==> src/rtl/execute_stage.sv <==
// ----------------------------------------------------------------------------
// execute_stage: execute stage of a 32-bit RISC-V pipeline.
//
// Takes the decoded instruction, its operands, its NPC and its fetch tag from
// operand fetch. Produces registered ALU results, resolves branches and jumps,
// and forms load/store addresses and store data. It owns the current-tag
// register: any instruction whose tag no longer matches is squashed to a
// bubble. A taken jump bumps the tag, so the wrong-path instruction in the
// following cycle is killed.
//
// Build option: define MULTI_CYCLE_SHIFT_EN for an iterative 1-bit-per-cycle
// shifter with a SHIFT state that raises busy. Without the macro, shifts use a
// single-cycle barrel shifter and busy is tied low.
//
// Handshake: while busy is 1 the stage ignores its inputs, and upstream holds
// i_in/opA/opB/opC/NPC/tag_in stable. busy falls on the same edge that
// presents the shift result, so upstream may present the next instruction in
// that cycle.
//
// Ports:
//   clk, reset        clock, synchronous active-high reset
//   i_in              decoded instruction (NOP = bubble)
//   opA, opB, opC     rs1/PC, rs2/immediate, store data/branch offset
//   NPC, tag_in       instruction address and its fetch tag
//   busy              stage cannot accept input
//   i_out             retired instruction type (NOP when killed or stalled)
//   result, wr_en     ALU/link/address result and its write-back enable
//   mem_req, mem_we   memory request and per-byte store enables
//   mem_wdata         lane-replicated store data
//   jump, jump_target one-cycle fetch redirect and its address
//   tag_out           current tag
//   dbg_state_o       FSM state (1 = SHIFT), for observation only
// ----------------------------------------------------------------------------
package my_pkg;
  typedef enum logic [5:0] {
    NOP, ADD, SUB, XOR, OR, AND, SLL, SRL, SRA, SLT, SLTU,
    ADDI, XORI, ORI, ANDI, SLLI, SRLI, SRAI, SLTI, SLTIU,
    LB, LH, LW, LBU, LHU, SB, SH, SW,
    BEQ, BNE, BLT, BGE, BLTU, BGEU,
    JAL, JALR, LUI, AUIPC
  } instruction_type;
endpackage

module execute_stage
  import my_pkg::*;
#(
  parameter int WIDTH = 32,
  parameter int TAG_W = 4
) (
  input  logic                  clk,
  input  logic                  reset,
  input  instruction_type       i_in,
  input  logic [WIDTH-1:0]      opA,
  input  logic [WIDTH-1:0]      opB,
  input  logic [WIDTH-1:0]      opC,
  input  logic [WIDTH-1:0]      NPC,
  input  logic [TAG_W-1:0]      tag_in,
  output logic                  busy,
  output instruction_type       i_out,
  output logic [WIDTH-1:0]      result,
  output logic                  wr_en,
  output logic                  mem_req,
  output logic [3:0]            mem_we,
  output logic [WIDTH-1:0]      mem_wdata,
  output logic                  jump,
  output logic [WIDTH-1:0]      jump_target,
  output logic [TAG_W-1:0]      tag_out,
  output logic                  dbg_state_o
);

  localparam int SHW = $clog2(WIDTH);

  typedef enum logic {ACCEPT = 1'b0, SHIFT = 1'b1} state_t;

  instruction_type  i_out_q, i_out_d;
  logic [WIDTH-1:0] result_q, result_d;
  logic             wr_en_q, wr_en_d;
  logic             mem_req_q, mem_req_d;
  logic [3:0]       mem_we_q, mem_we_d;
  logic [WIDTH-1:0] mem_wdata_q, mem_wdata_d;
  logic             jump_q, jump_d;
  logic [WIDTH-1:0] jump_target_q, jump_target_d;
  logic [TAG_W-1:0] cur_tag_q, cur_tag_d;

  logic             valid;
  logic [WIDTH-1:0] sum;
  logic [SHW-1:0]   shamt;
  logic             slt_s, slt_u;

`ifdef MULTI_CYCLE_SHIFT_EN
  state_t           state_q, state_d;
  logic             busy_q, busy_d;
  logic [SHW-1:0]   cnt_q, cnt_d;
  logic [WIDTH-1:0] sh_val_q, sh_val_d;
  logic [1:0]       sh_kind_q, sh_kind_d;   // 0 = left, 1 = logical right, 2 = arithmetic right
  instruction_type  sh_ins_q, sh_ins_d;
  logic [WIDTH-1:0] sh_next;
`else
  state_t           state_q;
`endif

  // An instruction carrying a stale tag is squashed to a bubble.
  assign valid = (i_in != NOP) && (tag_in == cur_tag_q);
  assign sum   = opA + opB;
  assign shamt = opB[SHW-1:0];
  assign slt_s = $signed(opA) < $signed(opB);
  assign slt_u = opA < opB;

`ifdef MULTI_CYCLE_SHIFT_EN
  always_comb begin
    sh_next = sh_val_q;
    case (sh_kind_q)
      2'd0:    sh_next = sh_val_q << 1;
      2'd1:    sh_next = sh_val_q >> 1;
      default: sh_next = {sh_val_q[WIDTH-1], sh_val_q[WIDTH-1:1]};
    endcase
  end
`else
  assign state_q = ACCEPT;
`endif

  always_comb begin
    i_out_d       = NOP;
    result_d      = '0;
    wr_en_d       = 1'b0;
    mem_req_d     = 1'b0;
    mem_we_d      = 4'b0000;
    mem_wdata_d   = '0;
    jump_d        = 1'b0;
    jump_target_d = '0;
    cur_tag_d     = cur_tag_q;
`ifdef MULTI_CYCLE_SHIFT_EN
    state_d       = state_q;
    busy_d        = 1'b0;
    cnt_d         = cnt_q;
    sh_val_d      = sh_val_q;
    sh_kind_d     = sh_kind_q;
    sh_ins_d      = sh_ins_q;
`endif

    case (state_q)
      ACCEPT: begin
        if (valid) begin
          i_out_d = i_in;
          case (i_in)
            ADD, ADDI:   begin result_d = sum;         wr_en_d = 1'b1; end
            SUB:         begin result_d = opA - opB;   wr_en_d = 1'b1; end
            XOR, XORI:   begin result_d = opA ^ opB;   wr_en_d = 1'b1; end
            OR, ORI:     begin result_d = opA | opB;   wr_en_d = 1'b1; end
            AND, ANDI:   begin result_d = opA & opB;   wr_en_d = 1'b1; end
            SLT, SLTI:   begin result_d = {{(WIDTH-1){1'b0}}, slt_s}; wr_en_d = 1'b1; end
            SLTU, SLTIU: begin result_d = {{(WIDTH-1){1'b0}}, slt_u}; wr_en_d = 1'b1; end
            SLL, SLLI, SRL, SRLI, SRA, SRAI: begin
`ifdef MULTI_CYCLE_SHIFT_EN
              if (shamt != '0) begin
                // Result is retired later from the SHIFT state.
                i_out_d   = NOP;
                busy_d    = 1'b1;
                state_d   = SHIFT;
                cnt_d     = shamt;
                sh_val_d  = opA;
                sh_ins_d  = i_in;
                sh_kind_d = (i_in == SLL || i_in == SLLI) ? 2'd0 :
                            (i_in == SRL || i_in == SRLI) ? 2'd1 : 2'd2;
              end else begin
                result_d = opA;
                wr_en_d  = 1'b1;
              end
`else
              wr_en_d = 1'b1;
              if (i_in == SLL || i_in == SLLI)      result_d = opA << shamt;
              else if (i_in == SRL || i_in == SRLI) result_d = opA >> shamt;
              else                                  result_d = $signed(opA) >>> shamt;
`endif
            end
            LB, LH, LW, LBU, LHU: begin
              result_d  = sum;
              wr_en_d   = 1'b1;
              mem_req_d = 1'b1;
            end
            SB: begin
              result_d    = sum;
              mem_req_d   = 1'b1;
              mem_we_d    = 4'b0001 << sum[1:0];
              mem_wdata_d = {4{opC[7:0]}};
            end
            SH: begin
              result_d    = sum;
              mem_req_d   = 1'b1;
              mem_we_d    = 4'b0011 << {sum[1], 1'b0};
              mem_wdata_d = {2{opC[15:0]}};
            end
            SW: begin
              result_d    = sum;
              mem_req_d   = 1'b1;
              mem_we_d    = 4'b1111;
              mem_wdata_d = opC;
            end
            BEQ, BNE, BLT, BGE, BLTU, BGEU: begin
              if ((i_in == BEQ  && opA == opB) || (i_in == BNE  && opA != opB) ||
                  (i_in == BLT  && slt_s)      || (i_in == BGE  && !slt_s)     ||
                  (i_in == BLTU && slt_u)      || (i_in == BGEU && !slt_u)) begin
                jump_d        = 1'b1;
                jump_target_d = NPC + opC;
                cur_tag_d     = cur_tag_q + 1'b1;
              end
            end
            JAL, JALR: begin
              result_d      = NPC + WIDTH'(4);
              wr_en_d       = 1'b1;
              jump_d        = 1'b1;
              jump_target_d = (i_in == JALR) ? (sum & ~WIDTH'(1)) : sum;
              cur_tag_d     = cur_tag_q + 1'b1;
            end
            LUI:   begin result_d = opB; wr_en_d = 1'b1; end
            AUIPC: begin result_d = sum; wr_en_d = 1'b1; end
            default: i_out_d = NOP;
          endcase
        end
      end
`ifdef MULTI_CYCLE_SHIFT_EN
      SHIFT: begin
        // Inputs are held by upstream and ignored; no jumps or tag changes here.
        if (cnt_q == SHW'(1)) begin
          result_d = sh_next;
          wr_en_d  = 1'b1;
          i_out_d  = sh_ins_q;
          state_d  = ACCEPT;
        end else begin
          sh_val_d = sh_next;
          cnt_d    = cnt_q - 1'b1;
          busy_d   = 1'b1;
        end
      end
`endif
      default: ;
    endcase
  end

  always_ff @(posedge clk) begin
    if (reset) begin
      i_out_q       <= NOP;
      result_q      <= '0;
      wr_en_q       <= 1'b0;
      mem_req_q     <= 1'b0;
      mem_we_q      <= 4'b0000;
      mem_wdata_q   <= '0;
      jump_q        <= 1'b0;
      jump_target_q <= '0;
      cur_tag_q     <= '0;
`ifdef MULTI_CYCLE_SHIFT_EN
      state_q       <= ACCEPT;
      busy_q        <= 1'b0;
      cnt_q         <= '0;
      sh_val_q      <= '0;
      sh_kind_q     <= 2'd0;
      sh_ins_q      <= NOP;
`endif
    end else begin
      i_out_q       <= i_out_d;
      result_q      <= result_d;
      wr_en_q       <= wr_en_d;
      mem_req_q     <= mem_req_d;
      mem_we_q      <= mem_we_d;
      mem_wdata_q   <= mem_wdata_d;
      jump_q        <= jump_d;
      jump_target_q <= jump_target_d;
      cur_tag_q     <= cur_tag_d;
`ifdef MULTI_CYCLE_SHIFT_EN
      state_q       <= state_d;
      busy_q        <= busy_d;
      cnt_q         <= cnt_d;
      sh_val_q      <= sh_val_d;
      sh_kind_q     <= sh_kind_d;
      sh_ins_q      <= sh_ins_d;
`endif
    end
  end

`ifdef MULTI_CYCLE_SHIFT_EN
  assign busy = busy_q;
`else
  assign busy = 1'b0;
`endif

  assign i_out       = i_out_q;
  assign result      = result_q;
  assign wr_en       = wr_en_q;
  assign mem_req     = mem_req_q;
  assign mem_we      = mem_we_q;
  assign mem_wdata   = mem_wdata_q;
  assign jump        = jump_q;
  assign jump_target = jump_target_q;
  assign tag_out     = cur_tag_q;
  assign dbg_state_o = (state_q == SHIFT);

endmodule

==> config.mk <==
export PLATFORM = sky130hd
export DESIGN_NAME = execute_stage
export DESIGN_NICKNAME = d
export VERILOG_FILES = /design/src/rtl/execute_stage.sv
export SDC_FILE = /design/constraint.sdc
export NUM_CORES = 1
export LEC_CHECK = 0
export ABC_CLOCK_PERIOD_IN_PS = 6750
export CORE_AREA = 4 4 165 167
export DETAILED_ROUTE_END_ITERATION = 8
export DIE_AREA = 0 0 169 171
export PLACE_DENSITY = 0.95
export RECOVER_POWER = 25
export SYNTH_ARGS = -nofsm -noshare
export SYNTH_HDL_FRONTEND = slang
export SYNTH_SLANG_ARGS = --single-unit
==> constraint.sdc <==
create_clock -name clk -period 6.75 [get_ports clk]
set_input_delay 1.35 -clock clk [delete_from_list [all_inputs] [get_ports clk]]
set_output_delay 1.35 -clock clk [all_outputs]
set_load 0.02 [all_outputs]
== Word-level counts from Yosys, hierarchy flattened ==
Index checks and enable logic that the tools add are counted.

* Output and inout bits: 115
* Bits in latches: 0
* Bits in read-only memories: 0
* Input port bits: 140
* Flip-flop bits (word level): 113
* Memories: 0
* RAM bits: 0

* Bitwise operators: 5
* Magnitude comparators: 2
* Reduce and logical (&&, ||, !) cells: 33
* $mul: 0
* Mux-type cells: 14
* Shift operators: 5
* Div/mod/pow operators: 0
* $add $sub $neg: 5
* Equality and inequality tests: 41

{| class="wikitable"
|+ Operator list
! operator !! count
|-
| 32-bit case mux with 10 select lines || 1
|-
| 6-bit by 5-bit == test with 1-bit output, second input constant || 16
|-
| 32-bit 2-to-1 mux || 3
|-
| 32-bit case mux with 3 select lines || 1
|-
| 32-bit adder || 2
|-
| 32-bit < comparator || 2
|-
| 32-bit case mux with 2 select lines || 1
|-
| 6-bit by 4-bit == test with 1-bit output, second input constant || 8
|-
| 37-bit OR reduction || 1
|-
| 6-bit == test, second input constant || 6
|-
| 32-bit by 3-bit adder with 32-bit output, second input constant || 1
|-
| 32-bit bitwise AND || 1
|-
| 32-bit == test || 1
|-
| 32-bit != test || 1
|-
| 32-bit bitwise OR || 1
|-
| 32-bit by 5-bit left shift with 32-bit output || 1
|-
| 32-bit by 5-bit right shift with 32-bit output || 1
|-
| 32-bit by 5-bit >>> shifter with 32-bit output || 1
|-
| 32-bit subtractor || 1
|-
| 32-bit XOR || 1
|-
| 28-bit OR reduction || 1
|-
| 6-bit by 3-bit == test with 1-bit output, second input constant || 4
|-
| 2-bit OR reduction || 7
|-
| 6-bit by 2-bit == test with 1-bit output, second input constant || 2
|-
| other kinds (22) || 40
|}

== Depth between registers and ports, before layout ==
Gate-level depths: netlist of the first run.

* Depth in word-level cells: 9
* Mapped depth: 16

== Worst setup path before layout of the first run ==
Ideal clock, no wire load.

* Kind: input -> register
* Start point: input port opB[2]
* End point: register result_q[31] (netlist: result[31])
* Buffers on the path: 3
* Path slack: 2.110 ns
* Stages: 14
* Required time: 6.669 ns
* Data arrival time: 4.559 ns
* Path through: inv_2 -> buf_1 -> clkbuf_1 -> ha_1 -> buf_4 -> or3_4 -> o221ai_2 -> o22ai_2 -> nor2_4 -> o311ai_4 -> o311ai_4 -> nand4_1 -> or4_1 -> a41oi_1

* Word-level cells in the longest chain between the ends: 4
* Elaborated cells between the ends (all ways): 8
* Classes of those cells: add/sub: 2; shift: 3; mux: 3

{| class="wikitable"
|+ RTL lines
! what !! RTL line !! source
|-
| start: declaration || 54 || <nowiki>input logic [WIDTH-1:0] opB,</nowiki>
|-
| branches (longest 3 deep; another with 32-bit adder) || n/a ||
|-
| 32-bit case mux with 10 select lines * || 145 || <nowiki>case (i_in)</nowiki>
|-
| end signal: assignment || 261 || <nowiki>result_q <= result_d;</nowiki>
|-
| end: declaration || 76 || <nowiki>logic [WIDTH-1:0] result_q, result_d;</nowiki>
|}

Mark *: on every way between the ends.
A chain may end at the register's enable or synchronous reset.

== Final worst setup path of the first run ==
* Start point: input port opA[18]
* End point: register jump_target_q[23] (netlist: jump_target[23])

* Word-level cells in the longest chain between the ends: 9
* Elaborated cells between the ends (all ways): 20
* Classes of those cells: add/sub: 1; order compare: 2; eq/ne: 2; mux: 2; reduce/logical: 13

{| class="wikitable"
|+ RTL lines
! what !! RTL line !! source
|-
| start: declaration || 53 || <nowiki>input logic [WIDTH-1:0] opA,</nowiki>
|-
| branches (longest 8 deep; another with 32-bit < comparator) || n/a ||
|-
| 32-bit case mux with 2 select lines * || 145 ||
|-
| end signal: assignment || 267 || <nowiki>jump_target_q <= jump_target_d;</nowiki>
|-
| end: declaration || 82 || <nowiki>logic [WIDTH-1:0] jump_target_q, jump_target_d;</nowiki>
|}

Marks and branches as above.

==> results of run 1 <==
power by group:
part	total (mW)	switching [mW]	internal, mW
Clock	0.955	0.399	0.556
Sequential	0.669	0.000625	0.668
Combinational	1.22	0.773	0.450
Total	2.85	1.17	1.67
worst min-delay path by stage:
stage,start,end,slack (ns)
6_report,tag_out[1],tag_out[1],0.56
5_1_grt,tag_out[1],tag_out[1],0.57
4_1_cts,tag_out[1],tag_out[1],0.55
3_5_place_dp,tag_out[1],tag_out[1],0.54
3_3_place_gp,tag_out[1],tag_out[1],0.52
2_1_floorplan,tag_out[1],tag_out[1],0.58
worst min-delay path, delay by kind of cell (launching register included):
kind             cells  cell delay (ns)
DFF                  1             0.36
muxes                1             0.06
and+or+nand+nor      1             0.08
through the flow:
step / setup WS, ns / cells / power [mW] / hold slack (ns)
after floorplan: 2.11 / 2051 / 1.43 / 0.579
after global placement: 1.25 / 2518 / 1.81 / 0.519
after detailed placement: 1.14 / 2518 / 1.83 / 0.537
after CTS: 1.49 / 2550 / 2.77 / 0.553
after global routing: 1.16 / 2550 / 2.92 / 0.573
final: 1.26 / 2550 / 2.85 / 0.556
cell usage in the layout (no fill, tap or decap), types with 11 or more instances in the layout:
master / n
sky130_fd_sc_hd__o21bai_1: 16
sky130_fd_sc_hd__nand3_1: 42
sky130_fd_sc_hd__nor2b_1: 17
sky130_fd_sc_hd__ha_1: 130
sky130_fd_sc_hd__a211oi_1: 25
sky130_fd_sc_hd__clkdlybuf4s50_1: 191
sky130_fd_sc_hd__nand4_1: 20
sky130_fd_sc_hd__a22oi_1: 46
sky130_fd_sc_hd__o21ai_1: 26
sky130_fd_sc_hd__a21o_1: 23
sky130_fd_sc_hd__a21oi_1: 150
sky130_fd_sc_hd__dfxtp_1: 113
sky130_fd_sc_hd__nor4_1: 16
sky130_fd_sc_hd__dlygate4sd3_1: 56
sky130_fd_sc_hd__xor2_1: 39
sky130_fd_sc_hd__mux2i_1: 48
sky130_fd_sc_hd__and3_1: 23
sky130_fd_sc_hd__inv_1: 97
sky130_fd_sc_hd__o21ai_0: 112
sky130_fd_sc_hd__nand2b_1: 17
sky130_fd_sc_hd__o221ai_1: 14
sky130_fd_sc_hd__o22ai_1: 24
sky130_fd_sc_hd__o211ai_1: 19
sky130_fd_sc_hd__and2_1: 22
sky130_fd_sc_hd__a31oi_1: 33
sky130_fd_sc_hd__o21a_1: 11
sky130_fd_sc_hd__inv_2: 14
sky130_fd_sc_hd__a221oi_1: 45
sky130_fd_sc_hd__mux4_2: 58
sky130_fd_sc_hd__buf_4: 34
sky130_fd_sc_hd__xnor2_1: 62
sky130_fd_sc_hd__clkbuf_16: 17
sky130_fd_sc_hd__nand2_1: 190
sky130_fd_sc_hd__nor3_1: 30
sky130_fd_sc_hd__nor2_1: 250
registers in the layout, indices dropped and copies added, names as in the netlist:
register	cells
wr_en	1
mem_wdata	32
mem_we	4
i_out	6
result	32
jump	1
mem_req	1
jump_target	32
tag_out	4
cell type report:
type / instances / area, µm² / area share, %
clock buffer: 17 / 425 / 2.31
clock inverter: 15 / 174 / 0.945
inverter: 111 / 417 / 2.26
multi-input combinational: 1674 / 12000 / 65.0
sequential: 113 / 2260 / 12.3
tap: 335 / 419 / 2.28
timing repair buffer: 285 / 2750 / 14.9
cell families (layout without fill, tap and decap cells):
logic type,count (synthesis),count (layout),share of synthesized area (%)
xor gates and xnor gates,101,101,5.80
DFF,113,113,14.8
AOI/OAI and AO/OA,655,655,29.0
and+or+nand+nor,671,671,20.1
adders and majority gates,133,133,11.1
other,1,2,0.0246
buffers and inverters,264,428,7.00
muxes,112,112,12.2
per-layer routing:
metal / vias up / global-route usage, %
met1: 8527 / 57.6
met5: - / 0
met4: 0 / 26.6
li1: 7908 / -
met3: 365 / 12.5
met2: 1730 / 70.2
==> flow_metrics.env, run 1 <==
export IMPL_die_height_um=171
export IMPL_drt_initial_drc_count=3526
export IMPL_rsz_0062_raised_after_global_routing="no"
export IMPL_timing_final_crit_period_ns=5.49
export IMPL_synth_most_common_cell="sky130_fd_sc_hd__nor2_1"
export IMPL_dr_wl_met2_mm=29.3
export IMPL_number_of_levels_in_the_clock_h_tree=4
export IMPL_clk_insertion_delay_late_ns=0.44
export IMPL_cts_sinks=113
export IMPL_via_count=18530
export IMPL_max_stage_delay_ns=0.83
export IMPL_port_buffers=252
export IMPL_criticalPathCategory="in -> reg"
export IMPL_maximum_number_of_pins_on_one_net_before_global_route_repair=67
export IMPL_utilization_after_layout_pct=71.4
export IMPL_slew_hr_pct=16.9
export IMPL_setup_violations_final=0
export IMPL_cp_top_family="simple AND/OR/NAND/NOR gates"
export IMPL_post_synth_instance_area_um2=15200
export IMPL_floorplan_die_area_um2=28900
export IMPL_critical_path_buf_inv_count=2
export IMPL_yosys_top_cells_count="sky130_fd_sc_hd__nor2_1, sky130_fd_sc_hd__nand2_1, sky130_fd_sc_hd__a21oi_1"
export IMPL_highest_signal_layer="met4"
export IMPL_synth_cell_types=93
export IMPL_synth_ff_latch_count=113
export IMPL_postLayoutCellArea_um2=18400
export IMPL_n_antenna_cell=0
export IMPL_drv_cap=0
export IMPL_synth_top_area_cell="sky130_fd_sc_hd__dfxtp_1"
export IMPL_hold_path_depth=2
export IMPL_critical_path_peak_fanout=13
export IMPL_r2r_start="tag_out[3]"
export IMPL_synth_area_leaders="sky130_fd_sc_hd__dfxtp_1, sky130_fd_sc_hd__ha_1, sky130_fd_sc_hd__mux4_2, sky130_fd_sc_hd__nor2_1, sky130_fd_sc_hd__a21oi_1"
export IMPL_tightestPinTransition_ns=1.23
export IMPL_postCtsHoldBufs=0
export IMPL_route_layer_met1_wl_mm=24.7
export IMPL_fin_skew_ns=0.0167
export IMPL_worst_path_stages=12
export IMPL_fin_nets=2475
export IMPL_tritoncts="yes"
export IMPL_detail_route_first_pass_iterations=7
export IMPL_cp_slowest_cell="sky130_fd_sc_hd__clkdlybuf4s50_1"
export IMPL_post_cts_setup_buffer_count=0
export IMPL_p_leak_nw=7.39
export IMPL_min_path_type="reg -> reg"
export IMPL_clock_path_buffers=2
export IMPL_ys_warnings_count=0
export IMPL_worst_r2r_path_depth=6
export IMPL_drt_total_wl_mm=69.3
export IMPL_timing_rr_end="result[25]"
export IMPL_initial_antenna_violation_count=0
export IMPL_number_of_inserted_filler_cells_in_the_final_layout=2045
export IMPL_dp_hpwl_mm=51.6
export IMPL_crit_chain="clkdlybuf4s50_1, inv_1, ha_1, nor4_1, nand4_1, nor3_1, a221oi_1, a21o_2, xnor2_1, o221ai_2, nand2b_1, o22ai_1"
export IMPL_met3_wl_post_dr_mm=10.2
export IMPL_timing_startpoint_of_the_critical_path="opA[18]"
export IMPL_setup_slack_of_the_worst_register_to_register_path_ns=2.97
export IMPL_timing_max_transition_violations_final=0
export IMPL_synthFlopType="sky130_fd_sc_hd__dfxtp_1"
export IMPL_num_io_pins=255
export IMPL_syn_instance_count=2050
export IMPL_setup_worst_path_end="jump_target[23]"
export IMPL_detail_route_vias_per_cell=7.27
export IMPL_initial_utilization_pct=59.2
export IMPL_timing_critical_path_to_type="register"
export IMPL_synth_avg_cell_area_um2=7.44
export IMPL_core_area_um2=25800
export IMPL_setup_tns_ns=0
export IMPL_clk_root_buffer_cell="sky130_fd_sc_hd__clkbuf_16"
export IMPL_required_ns=7.09
export IMPL_drive_above_1_share_pct=7.81
export IMPL_syn_to_final_growth_pct=20.7
export IMPL_cts_buffers_inserted=17
export IMPL_synth_async_sr_flop_share_pct=0
export IMPL_drc=0
export IMPL_clk_pin_slew_worst_paths_ns=0.07
export IMPL_horizontal_die_dimension_um=169
export IMPL_row_count=59
export IMPL_largest_voltage_drop_on_the_vdd_net_mv=0.191
export IMPL_run_status="completed"
export IMPL_final_period_utilization_pct=81.3
export IMPL_synth_largest_type_area_fraction_pct=14.8
export IMPL_arrival_ns=5.82
export IMPL_synth_enable_flop_cells=0
export IMPL_synth_seq_area_share_pct=14.8
export IMPL_wire_length_of_the_first_global_routing_pass_mm=102
export IMPL_place_area_um2=17800
export IMPL_cts_resized_gates=0
export IMPL_achievable_frequency_mhz=182
export IMPL_grt_pass1_vias=17017
export IMPL_powerDensity_nw_per_um2=155
export IMPL_timing_hold_violations_final=0
export IMPL_start_kind="primary input"
export IMPL_grt_ovfl_total=0
export IMPL_grt_usage_pct=45.6
export IMPL_finalWeightedCongestion=1.07
export IMPL_detail_route_wl_per_cell_um=27.2
export IMPL_ant_nets=0
(Power assumes the default switching activity.)
==> run 2, diff against run 1 <==
ABC_CLOCK_PERIOD_IN_PS = 4700   (was 6750)
CORE_AREA = 4 4 180 182   (was 4 4 165 167)
DIE_AREA = 0 0 184 186   (was 0 0 169 171)
PLACE_DENSITY = 0.88   (was 0.95)
clock period = 4.7 ns   (was 6.75 ns; I/O delays follow)
==> run 2 against run 1 <==
Flip-flop and latch count unchanged. Design area is 5.8% higher. Critical path depth increased by 4. Combinational power increased by 55%. Register-to-register slack got worse by 1.2 ns. Worst hold slack better by 0.0032 ns. Core utilization fell by 7.8 points. Count of clock-buffer cells in the layout is 1 higher. Sequential share of layout area fell by 0.68 points. Non-clock buffer count increased by 123. Total power rose by 49%.
==> flow_metrics.env, run 2 (synthesis gave the netlist of run 1 again) <==
export IMPL_die_height_um=186
export IMPL_tightestPinTransition_ns=1.15
export IMPL_net_switching_power_mw=1.69
export IMPL_initial_utilization_pct=49.8
export IMPL_fin_cells=2733
export IMPL_finalWeightedCongestion=1.05
export IMPL_largest_voltage_drop_on_the_vdd_net_mv=0.160
export IMPL_rsz_0062_raised_after_global_routing="no"
export IMPL_slew_hr_pct=23.2
export IMPL_required_ns=5.06
export IMPL_cells_after_dpl=2702
export IMPL_r2r_start="tag_out[3]"
export IMPL_post_cts_setup_buffer_count=0
export IMPL_met3_wl_post_dr_mm=9.36
export IMPL_min_path_type="reg -> reg"
export IMPL_initial_antenna_violation_count=1
export IMPL_tritoncts="yes"
export IMPL_arrival_ns=4.74
export IMPL_min_from="tag_out[1]"
export IMPL_cts_buffers_inserted=17
export IMPL_worst_r2r_path_depth=7
export IMPL_p_sw_share_pct=39.8
export IMPL_clk_root_buffer_cell="sky130_fd_sc_hd__clkbuf_16"
export IMPL_setup_slack_of_the_worst_register_to_register_path_ns=1.73
export IMPL_crit_chain="clkdlybuf4s50_1, inv_1, ha_1, inv_1, fa_1, nor2b_1, o311ai_1, a21oi_1, a221oi_1, buf_4, a21o_2, xnor2_1, o221ai_4, buf_4, a22oi_1, nor2_1"
export IMPL_cellInternalPower_mw=2.55
export IMPL_wire_length_of_the_first_global_routing_pass_mm=109
export IMPL_clk_pin_slew_worst_paths_ns=0.06
export IMPL_start_kind="primary input"
export IMPL_max_stage_delay_ns=0.52
export IMPL_run_status="completed"
export IMPL_final_cell_mix="sky130_fd_sc_hd__nor2_1, sky130_fd_sc_hd__clkdlybuf4s50_1, sky130_fd_sc_hd__nand2_1, sky130_fd_sc_hd__buf_4, sky130_fd_sc_hd__a21oi_1"
export IMPL_powerDensity_nw_per_um2=218
export IMPL_p_leak_nw=7.99
export IMPL_critical_path_peak_fanout=22
export IMPL_timing_max_transition_violations_final=0
export IMPL_n_antenna_cell=0
export IMPL_route_layer_met1_wl_mm=29.2
export IMPL_timing_rr_end="result[17]"
export IMPL_fin_skew_ns=0.00851
export IMPL_drc=0
export IMPL_mostFrequentLayoutCell="sky130_fd_sc_hd__nor2_1"
export IMPL_grt_pass1_vias=17631
export IMPL_via_count=18650
export IMPL_hold_path_endpoint="tag_out[1]"
export IMPL_core_area_um2=30600
export IMPL_cp_slowest_cell="sky130_fd_sc_hd__clkdlybuf4s50_1"
export IMPL_floorplan_die_area_um2=34200
export IMPL_dr_wl_met2_mm=32.5
export IMPL_timing_critical_path_to_type="register"
export IMPL_num_io_pins=255
export IMPL_clock_path_buffers=2
export IMPL_number_of_levels_in_the_clock_h_tree=4
export IMPL_grt_ovfl_total=0
export IMPL_seq_power_share_pct=22.7
export IMPL_syn_to_final_growth_pct=27.7
export IMPL_final_period_utilization_pct=93.3
export IMPL_port_buffers=252
export IMPL_detail_route_vias_per_cell=6.82
export IMPL_cp_top_family="compound AO/OA/AOI/OAI gates"
export IMPL_cts_sinks=113
export IMPL_detail_route_wl_per_cell_um=27.3
export IMPL_critical_path_buf_inv_count=5
export IMPL_fin_nets=2598
export IMPL_dp_hpwl_mm=58.4
export IMPL_horizontal_die_dimension_um=184
export IMPL_detail_route_first_pass_iterations=9
export IMPL_comb_power_share_pct=44.5
export IMPL_grt_usage_pct=41.6
export IMPL_clock_power_share_pct=32.8
export IMPL_achievable_frequency_mhz=228
export IMPL_maximum_number_of_pins_on_one_net_before_global_route_repair=85
export IMPL_highest_signal_layer="met5"
export IMPL_setup_violations_final=0
export IMPL_hold_path_depth=2
export IMPL_clk_insertion_delay_late_ns=0.44
export IMPL_drive_above_1_share_pct=12.5
export IMPL_timing_final_crit_period_ns=4.39
export IMPL_drt_total_wl_mm=74.6
export IMPL_drv_cap=0
export IMPL_timing_hold_violations_final=0
export IMPL_drt_initial_drc_count=2697
export IMPL_setup_tns_ns=0
export IMPL_row_count=64
export IMPL_criticalPathCategory="in -> reg"
export IMPL_ant_nets=0
## run 2: area by class of cell
cell class	instances	area, µm²
repair buffers	408	3730
well taps	396	495
inverters	111	417
flip-flops and latches	113	2260
fillers	2710	11100
multi-input cells	1674	11900
clock buffers	18	439
clock inverters	13	174
## run 2: worst max-delay path by stage
stage           start        endpoint  slack (ns)  cells after the start
2_1_floorplan  opB[2]      result[31]        0.47                     14
3_3_place_gp   opA[0]  jump_target[2]        0.01                     16
3_5_place_dp   opA[0]  jump_target[5]       -0.09                     16
4_1_cts        opA[0]  jump_target[5]        0.34                     16
5_1_grt        opA[0]  jump_target[8]        0.08                     16
6_report       opA[0]  jump_target[5]        0.31                     16
## run 2: timing repair
item | 4_1_cts | 5_1_grt
setup endpoints to repair | 0 | 4
hold endpoints to repair | 0 | 0
resized for setup | 0 | 1
hold buffers | 0 | 0
## run 2: worst min-delay path: cells and delay by family (launching register included)
family | cells | cell delay [ns]
flops | 1 | 0.36
simple gates | 1 | 0.08
mux | 1 | 0.07
## run 2: power by group through the flow
stage	logic (mW)	clock network [mW]	registers, mW
2_1_floorplan	1.07	0	0.984
3_3_place_gp	1.78	0	0.982
3_5_place_dp	1.79	0	0.982
4_1_cts	1.81	1.38	0.961
5_1_grt	1.99	1.42	0.961
6_report	1.89	1.39	0.961
## run 2: layer usage
layer | GRT usage [%] | up-vias
met5 | 0 | -
met4 | 16.4 | 2
met3 | 9.20 | 236
met2 | 65.4 | 1451
met1 | 55.7 | 8822
li1 | - | 8139
## run 2: stage by stage
step / power [mW] / cell area [µm²] / utilization [%] / hold WS [ns] / setup slack (ns)
floorplan: 2.05 / 15200 / - / 0.579 / 0.470
global placement: 2.76 / 18800 / 61.6 / 0.522 / 0.0135
detailed placement: 2.78 / 18800 / 61.6 / 0.542 / -0.0859
CTS: 4.16 / 19500 / 63.6 / 0.553 / 0.340
global route: 4.37 / 19500 / 63.6 / 0.604 / 0.0756
finish: 4.24 / 19500 / 63.6 / 0.559 / 0.314
